==> src/rtl/mult_share_ctrl.sv <==
// mult_share_ctrl: round-robin sharing of one multiplier among N_REQ requesters.
// The winner's signed operands are latched and the multiplier runs through a
// start/done handshake. The product then returns to the requester that won.
// Optional feature macro: MULT_SHARE_TIMEOUT_EN builds a WAIT watchdog that
// aborts a multiply after TIMEOUT cycles and flags the result with rsp_err.
//
// Handshake: a requester holds req and its operands until its one-cycle gnt
// pulse; the result comes back as a one-cycle rsp_valid pulse on the same bit,
// with rsp_m and rsp_err valid in that cycle. mul_start is a one-cycle pulse
// and mul_done is accepted only while waiting for it.
module mult_share_ctrl #(
   parameter int D_IN    = 8,
   parameter int N_REQ   = 4,
   parameter int TIMEOUT = 64
) (
   input  logic                    clk,
   input  logic                    rst,
   input  logic [N_REQ-1:0]        req,
   input  logic [N_REQ*D_IN-1:0]   a_in,
   input  logic [N_REQ*D_IN-1:0]   b_in,
   output logic [N_REQ-1:0]        gnt,
   output logic [N_REQ-1:0]        rsp_valid,
   output logic [2*D_IN-1:0]       rsp_m,
   output logic                    rsp_err,
   output logic                    busy,
   output logic [D_IN-1:0]         mul_a,
   output logic [D_IN-1:0]         mul_b,
   output logic                    mul_start,
   input  logic                    mul_done,
   input  logic [2*D_IN-1:0]       mul_m,
   output logic [1:0]              dbg_state
);

   localparam int PW = $clog2(N_REQ);

   typedef enum logic [1:0] {
      S_IDLE  = 2'd0,
      S_ISSUE = 2'd1,
      S_WAIT  = 2'd2,
      S_RESP  = 2'd3
   } state_t;

   state_t          state, state_nx;
   logic [PW-1:0]   ptr;
   logic [PW-1:0]   idx;
   logic [PW-1:0]   pick;
   logic [PW-1:0]   cand;
   logic [PW:0]     sum;
   logic            found;
   logic            wd_fire;

   // Elaboration-time guard on the supported parameter range.
   if (N_REQ < 2 || N_REQ > 8 || TIMEOUT < 1) begin : g_param_check
      $error("mult_share_ctrl: N_REQ must be 2..8 and TIMEOUT >= 1");
   end

   // Circular search: first requesting index at or after ptr.
   always_comb begin
      found = 1'b0;
      pick  = '0;
      sum   = '0;
      cand  = '0;
      for (int i = 0; i < N_REQ; i++) begin
         sum  = {1'b0, ptr} + (PW+1)'(i);
         cand = (sum >= (PW+1)'(N_REQ)) ? PW'(sum - (PW+1)'(N_REQ)) : PW'(sum);
         if (!found && req[cand]) begin
            found = 1'b1;
            pick  = cand;
         end
      end
   end

   // Next-state logic; mul_done outside WAIT is simply never looked at.
   always_comb begin
      state_nx = state;
      case (state)
         S_IDLE:  if (found) state_nx = S_ISSUE;
         S_ISSUE: state_nx = S_WAIT;
         S_WAIT:  if (mul_done || wd_fire) state_nx = S_RESP;
         S_RESP:  state_nx = S_IDLE;
         default: state_nx = S_IDLE;
      endcase
   end

   // State, pointer, captured operands and returned product.
   always_ff @(posedge clk) begin
      if (rst) begin
         state <= S_IDLE;
         ptr   <= '0;
         idx   <= '0;
         mul_a <= '0;
         mul_b <= '0;
         rsp_m <= '0;
      end else begin
         state <= state_nx;
         if (state == S_IDLE && found) begin
            idx   <= pick;
            mul_a <= a_in[pick*D_IN +: D_IN];
            mul_b <= b_in[pick*D_IN +: D_IN];
         end
         if (state == S_ISSUE) begin
            ptr <= (idx == PW'(N_REQ-1)) ? '0 : idx + 1'b1;
         end
         if (state == S_WAIT) begin
            if (mul_done) begin
               rsp_m <= mul_m;
            end else if (wd_fire) begin
               rsp_m <= '0;
            end
         end
      end
   end

`ifdef MULT_SHARE_TIMEOUT_EN
   localparam int CW = $clog2(TIMEOUT + 1);

   logic [CW-1:0] wd_cnt;
   logic          err_q;

   // Fires on the last allowed WAIT cycle; a done in the same cycle wins.
   assign wd_fire = (state == S_WAIT) && !mul_done && (wd_cnt == CW'(TIMEOUT - 1));
   assign rsp_err = (state == S_RESP) && err_q;

   // Watchdog counter cleared on WAIT entry; error flag remembered for RESP.
   always_ff @(posedge clk) begin
      if (rst) begin
         wd_cnt <= '0;
         err_q  <= 1'b0;
      end else begin
         if (state == S_ISSUE) begin
            wd_cnt <= '0;
            err_q  <= 1'b0;
         end else if (state == S_WAIT) begin
            wd_cnt <= wd_cnt + 1'b1;
            if (wd_fire) err_q <= 1'b1;
         end
      end
   end
`else
   assign wd_fire = 1'b0;
   assign rsp_err = 1'b0;
`endif

   // Pulse outputs decoded from state and the recorded winner index.
   always_comb begin
      gnt       = '0;
      rsp_valid = '0;
      if (state == S_ISSUE) gnt[idx]       = 1'b1;
      if (state == S_RESP)  rsp_valid[idx] = 1'b1;
   end

   assign mul_start = (state == S_ISSUE);
   assign busy      = (state != S_IDLE);
   assign dbg_state = state;

endmodule

==> config.mk <==
export PLATFORM = sky130hd
export DESIGN_NAME = mult_share_ctrl
export DESIGN_NICKNAME = d
export VERILOG_FILES = /design/src/rtl/mult_share_ctrl.sv
export SDC_FILE = /design/constraint.sdc
export NUM_CORES = 1
export LEC_CHECK = 0
export CORE_AREA = 2 2 80 82
export DETAILED_ROUTE_END_ITERATION = 6
export DIE_AREA = 0 0 82 84
export GPL_ROUTABILITY_DRIVEN = 0
export PLACE_DENSITY = 0.78
export SETUP_SLACK_MARGIN = 0.4
export SLEW_MARGIN = 20
export SYNTH_ARGS = -nofsm -noshare
export SYNTH_HDL_FRONTEND = slang
export SYNTH_SLANG_ARGS = --single-unit
==> constraint.sdc <==
create_clock -name clk -period 2.3 [get_ports clk]
set_clock_uncertainty 0.05 [all_clocks]
set_input_delay 0.46 -clock clk [delete_from_list [all_inputs] [get_ports clk]]
set_output_delay 0.46 -clock clk [all_outputs]
set_load 0.01 [all_outputs]
==> flow_metrics.py, run 1 <==
metrics = {
    "power_and_ir_drop": {
        "ir_drop_v": 0.000454,
        "power_density_nw_per_um2": 808,
        "p_total_mw": 3.12,
        "leakage_nw": 1.48,
    },
    "worst_setup_path": {
        "reg2reg_depth": 7,
        "crit_slowest_cell": "dfxtp_4",
        "critPathKind": "flop to output pin",
        "end_kind": "output pin",
        "cp_top_family": "buffers and inverters",
        "worst_ep_required_time_ns": 1.79,
        "crit_arrival_ns": 1.32,
        "worst-path-max-fanout": 5,
        "r2r_setup_slack_ns": 0.53,
        "cp_slowest_stage_delay_ns": 0.37,
        "startpoint_type": "flop",
        "worst-path-stages": 4,
        "path_cells": "inv_1 > ha_4 > clkinv_2 > dlygate4sd2_1",
        "path_buf_inv": 3,
    },
    "final_layout": {
        "final_cells": 455,
        "diodes": 0,
        "final_cell_mix": "clkdlybuf4s50_1 (116), nand2_1 (49), dfxtp_1 (33), mux2i_1 (26), a21oi_1 (19)",
        "regArea_um2": 774,
        "synthToLayoutAreaGrowth_pct": 79.1,
        "nets": 473,
        "n_fill_cell": 524,
        "drive_gt1_share_pct": 15.6,
        "fin_area_um2": 3860,
        "final_common_cell": "clkdlybuf4s50_1",
        "multi_input_area_um2": 1340,
    },
    "drt": {
        "antenna_left": 0,
        "vias": 2217,
        "route.detailed.drc": 0,
        "routed_wl_mm": 6.41,
        "drtPass1Iterations": 4,
        "wl_per_cell_um": 14.1,
        "drt_iter0_drc": 51,
        "vias_per_cell": 4.87,
    },
    "synth": {
        "synthXorXnorAreaFrac_pct": 0,
        "synth-seq-cells": 38,
        "synth_area_leaders": "dfxtp_1 (35%), mux2i_1 (14%), nand2_1 (8.5%)",
        "yosys.area.top_type": "dfxtp_1",
        "syn-num-nets": 330,
        "yosys.area.top_type_share_pct": 35.3,
        "synthAdderAreaFrac_pct": 5.23,
        "synth_top_family_by_area": "compound AO/OA/AOI/OAI gates",
        "yosys.area_share.simple_pct": 18.8,
        "ys_warn_count": 0,
        "synth.mux.area_fraction_pct": 14.4,
        "avgSynthCellArea_um2": 9.21,
        "syn-cell-area_um2": 2150,
        "synth_cells": 234,
        "synth_compound_area_share_pct": 20.6,
        "ys_seq_area_share_pct": 35.3,
        "synth.distinct_cells": 37,
    },
    "global_routing": {
        "grt_pass1_vias": 2143,
        "antenna_found_initial": 0,
        "track_usage_pct": 18.2,
        "grt_max_degree": 21,
        "grt.overflow.total": 0,
        "grt_pass1_wl_mm": 9.94,
    },
    "timing": {
        "slew_headroom_pct": 60.8,
        "fmax_ghz": 0.547,
        "tightest_slew_ns": 0.588,
        "finalHoldViolations": 0,
        "rsz0062_at_grt": "false",
        "fin_tns_setup_ns": 0,
        "report.final.slew_viol_count": 0,
        "layout_min_cycle_time_ns": 1.83,
        "finalSetupViolations": 0,
        "period_share_pct": 79.4,
        "whs_ns": 0.405,
    },
    "place": {
        "placed_cell_area_um2": 3600,
        "dp_hpwl_mm": 4.90,
        "post-place-cells": 440,
        "portBuffers": 130,
    },
    "floorplanning": {
        "die_w_um": 82,
        "die_y_um": 84,
        "start_util_pct": 35.3,
        "die_area_um2": 6890,
        "num_rows": 29,
        "ios": 132,
        "core_um2": 6100,
    },
    "outcome": {
        "status": "finished clean",
    },
    "clock_tree": {
        "cts_tree": "yes",
        "insertion_delay_ns": 0.28,
        "cts.sinks": 38,
        "clk_pin_slew_worst_paths_ns": 0.07,
        "cts_root_buffer": "clkbuf_8",
        "postCtsHoldBufs": 0,
        "cts_made_buffers": 5,
        "cts-htree-levels": 2,
        "cts_buffer_depth": 2,
    },
    "min_path": {
        "min_path_type": "flop to flop",
        "holdPathStages": 2,
    },
    "job": {
        "drv_cap": 0,
    },
}
tightest hold or removal path, stage by stage (launching register included):
cell     delay (ns)
dfxtp_1        0.31
nand2_1        0.05
a21oi_1        0.05
cell usage after synthesis, drive strengths merged:
| cell | instances |
|---|---|
| nand4b | 1 |
| a211oi | 1 |
| inv | 6 |
| nor4 | 1 |
| dfxtp | 38 |
| a2111o | 1 |
| o21ai | 6 |
| clkbuf | 6 |
| a21boi | 1 |
| nand2b | 1 |
| nor2 | 11 |
| or2 | 1 |
| o22ai | 1 |
| mux2i | 31 |
| a21oi | 19 |
| o21bai | 1 |
| nor2b | 2 |
| and2 | 10 |
| clkinv | 1 |
| a21o | 5 |
| o211ai | 5 |
| o221ai | 12 |
| nand2 | 49 |
| conb | 1 |
| nor3 | 1 |
| ha | 9 |
| nand3 | 6 |
| buf | 6 |
| o22a | 1 |
flip-flops by register name (all words and copies together), names as in the netlist:
register   flops
mul_b          8
mul_a          8
rsp_m         16
dbg_state      2
idx            2
ptr            2
cells by family (layout without fill, tap and decap cells):
family          count (synthesis)  count (layout)
flops                          38              38
mux                            31              31
buf+inv                        19             163
fa+ha+maj                       9               9
simple gates                   83              83
other cells                     1               1
compound gates                 53              53
routing by layer:
metal / vias up / GRT usage [%] / share of wire, %
li1: 1107 / - / -
met1: 1014 / 21.1 / 39
met2: 90 / 31.4 / 49
met3: 6 / 7.36 / 11
met4: 0 / 3.18 / 0.65
met5: - / 0 / 0
metrics by stage:
| stage | utilization [%] | worst slack, ns |
|---|---|---|
| floorplan | - | 0.452 |
| global placement | 59.1 | 0.0350 |
| detailed placement | 59.1 | -0.00535 |
| CTS | 62.6 | 0.415 |
| global route | 63.3 | 0.404 |
| finish | 63.3 | 0.473 |
repair_timing:
action / 4_1_cts / 5_1_grt
resized for setup: 32 / 11
endpoints found under the setup margin: 26 / 19
pin swaps: 2 / 2
setup buffers: 6 / 0
cloned: 1 / 0
hold endpoints to repair: 0 / 0
area by class of cell:
cell class | instances | share of cell area [%]
timing repair buffer | 148 | 39.6
tap | 77 | 2.50
multi-input combinational | 177 | 34.8
sequential | 38 | 20.1
clock inverter | 1 | 0.130
inverter | 7 | 0.713
clock buffer | 7 | 2.24
worst paths after layout:
kind | start | endpoint
setup / recovery | dbg_state[0]$_SDFFE_PP0P_ | busy
hold / removal | rsp_m[13]$_SDFFE_PP0P_ | rsp_m[13]$_SDFFE_PP0P_
setup reg to reg | ptr[1]$_SDFFE_PP0P_ | mul_b[3]$_SDFFE_PP0P_
hold reg to reg | rsp_m[13]$_SDFFE_PP0P_ | rsp_m[13]$_SDFFE_PP0P_
report_power, final:
group	internal (mW)	total, mW	leakage [nW]	switching, mW
combinational	0.946	1.67	1.11	0.720
sequential	0.845	0.975	0.314	0.130
clock	0.242	0.479	0.0482	0.237
total	2.03	3.12	1.48	1.09
No activity file was read; power rests on OpenSTA's default activity.
==> run 2, diff against run 1 <==
clock period = 1.72 ns   (was 2.3 ns; I/O delays follow)
==> flow_metrics.py, run 2 (synthesis results as in run 1) <==
metrics = {
    "outcome": {
        "status": "finished clean",
    },
    "worst_setup_path": {
        "reg2reg_depth": 6,
        "worst-path-max-fanout": 7,
        "end_kind": "flop",
        "r2r_end": "mul_b[7]$_SDFFE_PP0P_",
        "worst_ep_required_time_ns": 1.85,
        "crit_arrival_ns": 1.81,
        "r2r_setup_slack_ns": 0.04,
        "r2r-start": "ptr[1]$_SDFFE_PP0P_",
        "startpoint_type": "flop",
        "crit_slowest_cell": "dfxtp_4",
        "critPathKind": "flop to flop",
        "cp_slowest_stage_delay_ns": 0.41,
        "path_cells": "mux2i_4 > o22ai_4 > nor2_8 > clkbuf_16 > mux2i_1 > o221ai_2",
    },
    "timing": {
        "finalHoldViolations": 0,
        "layout_min_cycle_time_ns": 1.68,
        "rsz0062_at_grt": "true",
        "period_share_pct": 97.6,
        "finalSetupViolations": 0,
        "report.final.slew_viol_count": 0,
        "fmax_ghz": 0.596,
    },
    "global_routing": {
        "antenna_found_initial": 0,
        "grt_pass1_vias": 2334,
        "grt_pass1_wl_mm": 10.9,
        "grt_max_degree": 22,
        "track_usage_pct": 20.1,
        "grt.overflow.total": 0,
    },
    "min_path": {
        "min_from": "rsp_m[12]$_SDFFE_PP0P_",
        "min_path_type": "flop to flop",
        "whs_endpoint": "rsp_m[12]$_SDFFE_PP0P_",
        "holdPathStages": 2,
    },
    "place": {
        "dp_hpwl_mm": 5.04,
        "placed_cell_area_um2": 3720,
        "portBuffers": 130,
    },
    "final_layout": {
        "synthToLayoutAreaGrowth_pct": 104,
        "regArea_um2": 781,
        "diodes": 0,
        "nets": 491,
        "largest_reg_flops": 16,
        "largestRegisters": "rsp_m x16, mul_a x8, mul_b x8",
        "n_fill_cell": 427,
        "fin_area_um2": 4390,
        "multi_input_area_um2": 1670,
        "final_cell_mix": "clkdlybuf4s50_1 (82), nand2_1 (32), dfxtp_1 (32), clkdlybuf4s15_1 (21), buf_4 (21)",
        "final_common_cell": "clkdlybuf4s50_1",
        "regMostFlops": "rsp_m",
        "drive_gt1_share_pct": 40.4,
        "post-route-util_pct": 72.0,
    },
    "clock_tree": {
        "cts_root_buffer": "clkbuf_8",
        "cts.sinks": 38,
        "cts_tree": "yes",
        "clk_pin_slew_worst_paths_ns": 0.08,
        "cts_made_buffers": 5,
        "insertion_delay_ns": 0.29,
        "postCtsHoldBufs": 0,
        "cts-htree-levels": 2,
        "cts_buffer_depth": 2,
    },
    "power_and_ir_drop": {
        "leakage_nw": 1.75,
        "power_density_nw_per_um2": 1130,
        "p_total_mw": 4.94,
        "ir_drop_v": 0.000613,
    },
    "floorplanning": {
        "die_y_um": 84,
        "die_area_um2": 6890,
        "start_util_pct": 35.3,
        "die_w_um": 82,
        "core_um2": 6100,
        "num_rows": 29,
        "ios": 132,
    },
    "job": {
        "drv_cap": 0,
    },
    "drt": {
        "route.detailed.drc": 0,
        "wl_per_cell_um": 15.8,
        "vias_per_cell": 4.98,
        "antenna_left": 0,
        "routed_wl_mm": 7.45,
        "vias": 2354,
        "drt_iter0_drc": 37,
        "drtPass1Iterations": 4,
    },
}
==> run 2: critical path: cells and delay by family, from the launching register on <==
kind	cells	cell delay (ns)
muxes	2	0.49
buffers and inverters	1	0.20
AOI/OAI and AO/OA	2	0.23
and+or+nand+nor	1	0.19
DFF	1	0.41
==> run 2: cell type report <==
type	count	area share, %
Clock buffer	7	2.45
Tap cell	77	2.19
Sequential cell	38	17.8
Timing Repair Buffer	166	37.8
Inverter	7	0.997
Multi-Input combinational cell	177	38.1
Clock inverter	1	0.684
==> run 2: metal layers <==
metal / global-route usage, % / wire (µm) / vias up
met5: 0 / 0 / -
met4: 5.00 / 106 / 0
met3: 6.82 / 708 / 13
met2: 35.6 / 3940 / 95
met1: 22.4 / 2700 / 1103
li1: - / - / 1143
==> run 2: timing repair <==
action                     4_1_cts  5_1_grt
pin swaps                       12       18
setup endpoints to repair       80       75
gates cloned                     1        2
resized for setup              131      118
buffers inserted                11        5
==> run 2: how the worst max path moves through the flow <==
stage                        start               endpoint
4_1_cts        ptr[1]$_SDFFE_PP0P_  mul_a[7]$_SDFFE_PP0P_
3_3_place_gp                req[0]  mul_b[4]$_SDFFE_PP0P_
6_report       ptr[1]$_SDFFE_PP0P_  mul_b[7]$_SDFFE_PP0P_
5_1_grt        ptr[1]$_SDFFE_PP0P_  mul_a[1]$_SDFFE_PP0P_
2_1_floorplan  ptr[1]$_SDFFE_PP0P_  mul_a[6]$_SDFFE_PP0P_
3_5_place_dp                req[0]  mul_a[4]$_SDFFE_PP0P_
==> run 2: where the power goes <==
group | internal, mW | total (mW) | switching, mW
Clock | 0.561 | 0.909 | 0.348
Combinational | 1.51 | 2.69 | 1.18
Sequential | 1.14 | 1.34 | 0.203
Total | 3.20 | 4.94 | 1.74
==> run 2: metrics by stage <==
stage          setup slack, ns  hold slack [ns]  instances  setup TNS [ns]
2_1_floorplan           0.0671            0.430        234               0
3_3_place_gp            -0.439            0.391        446           -7.96
3_5_place_dp            -0.464            0.397        446           -8.45
4_1_cts                 0.0618            0.406        466               0
5_1_grt                -0.0292            0.432        473         -0.0599
6_report                0.0413            0.406        473               0
==> run 3, diff against run 2 <==
CTS_CLUSTER_SIZE = 40   (was default)
==> results of run 3 <==
Final layout, timing and power as in run 2 (identical DEF).
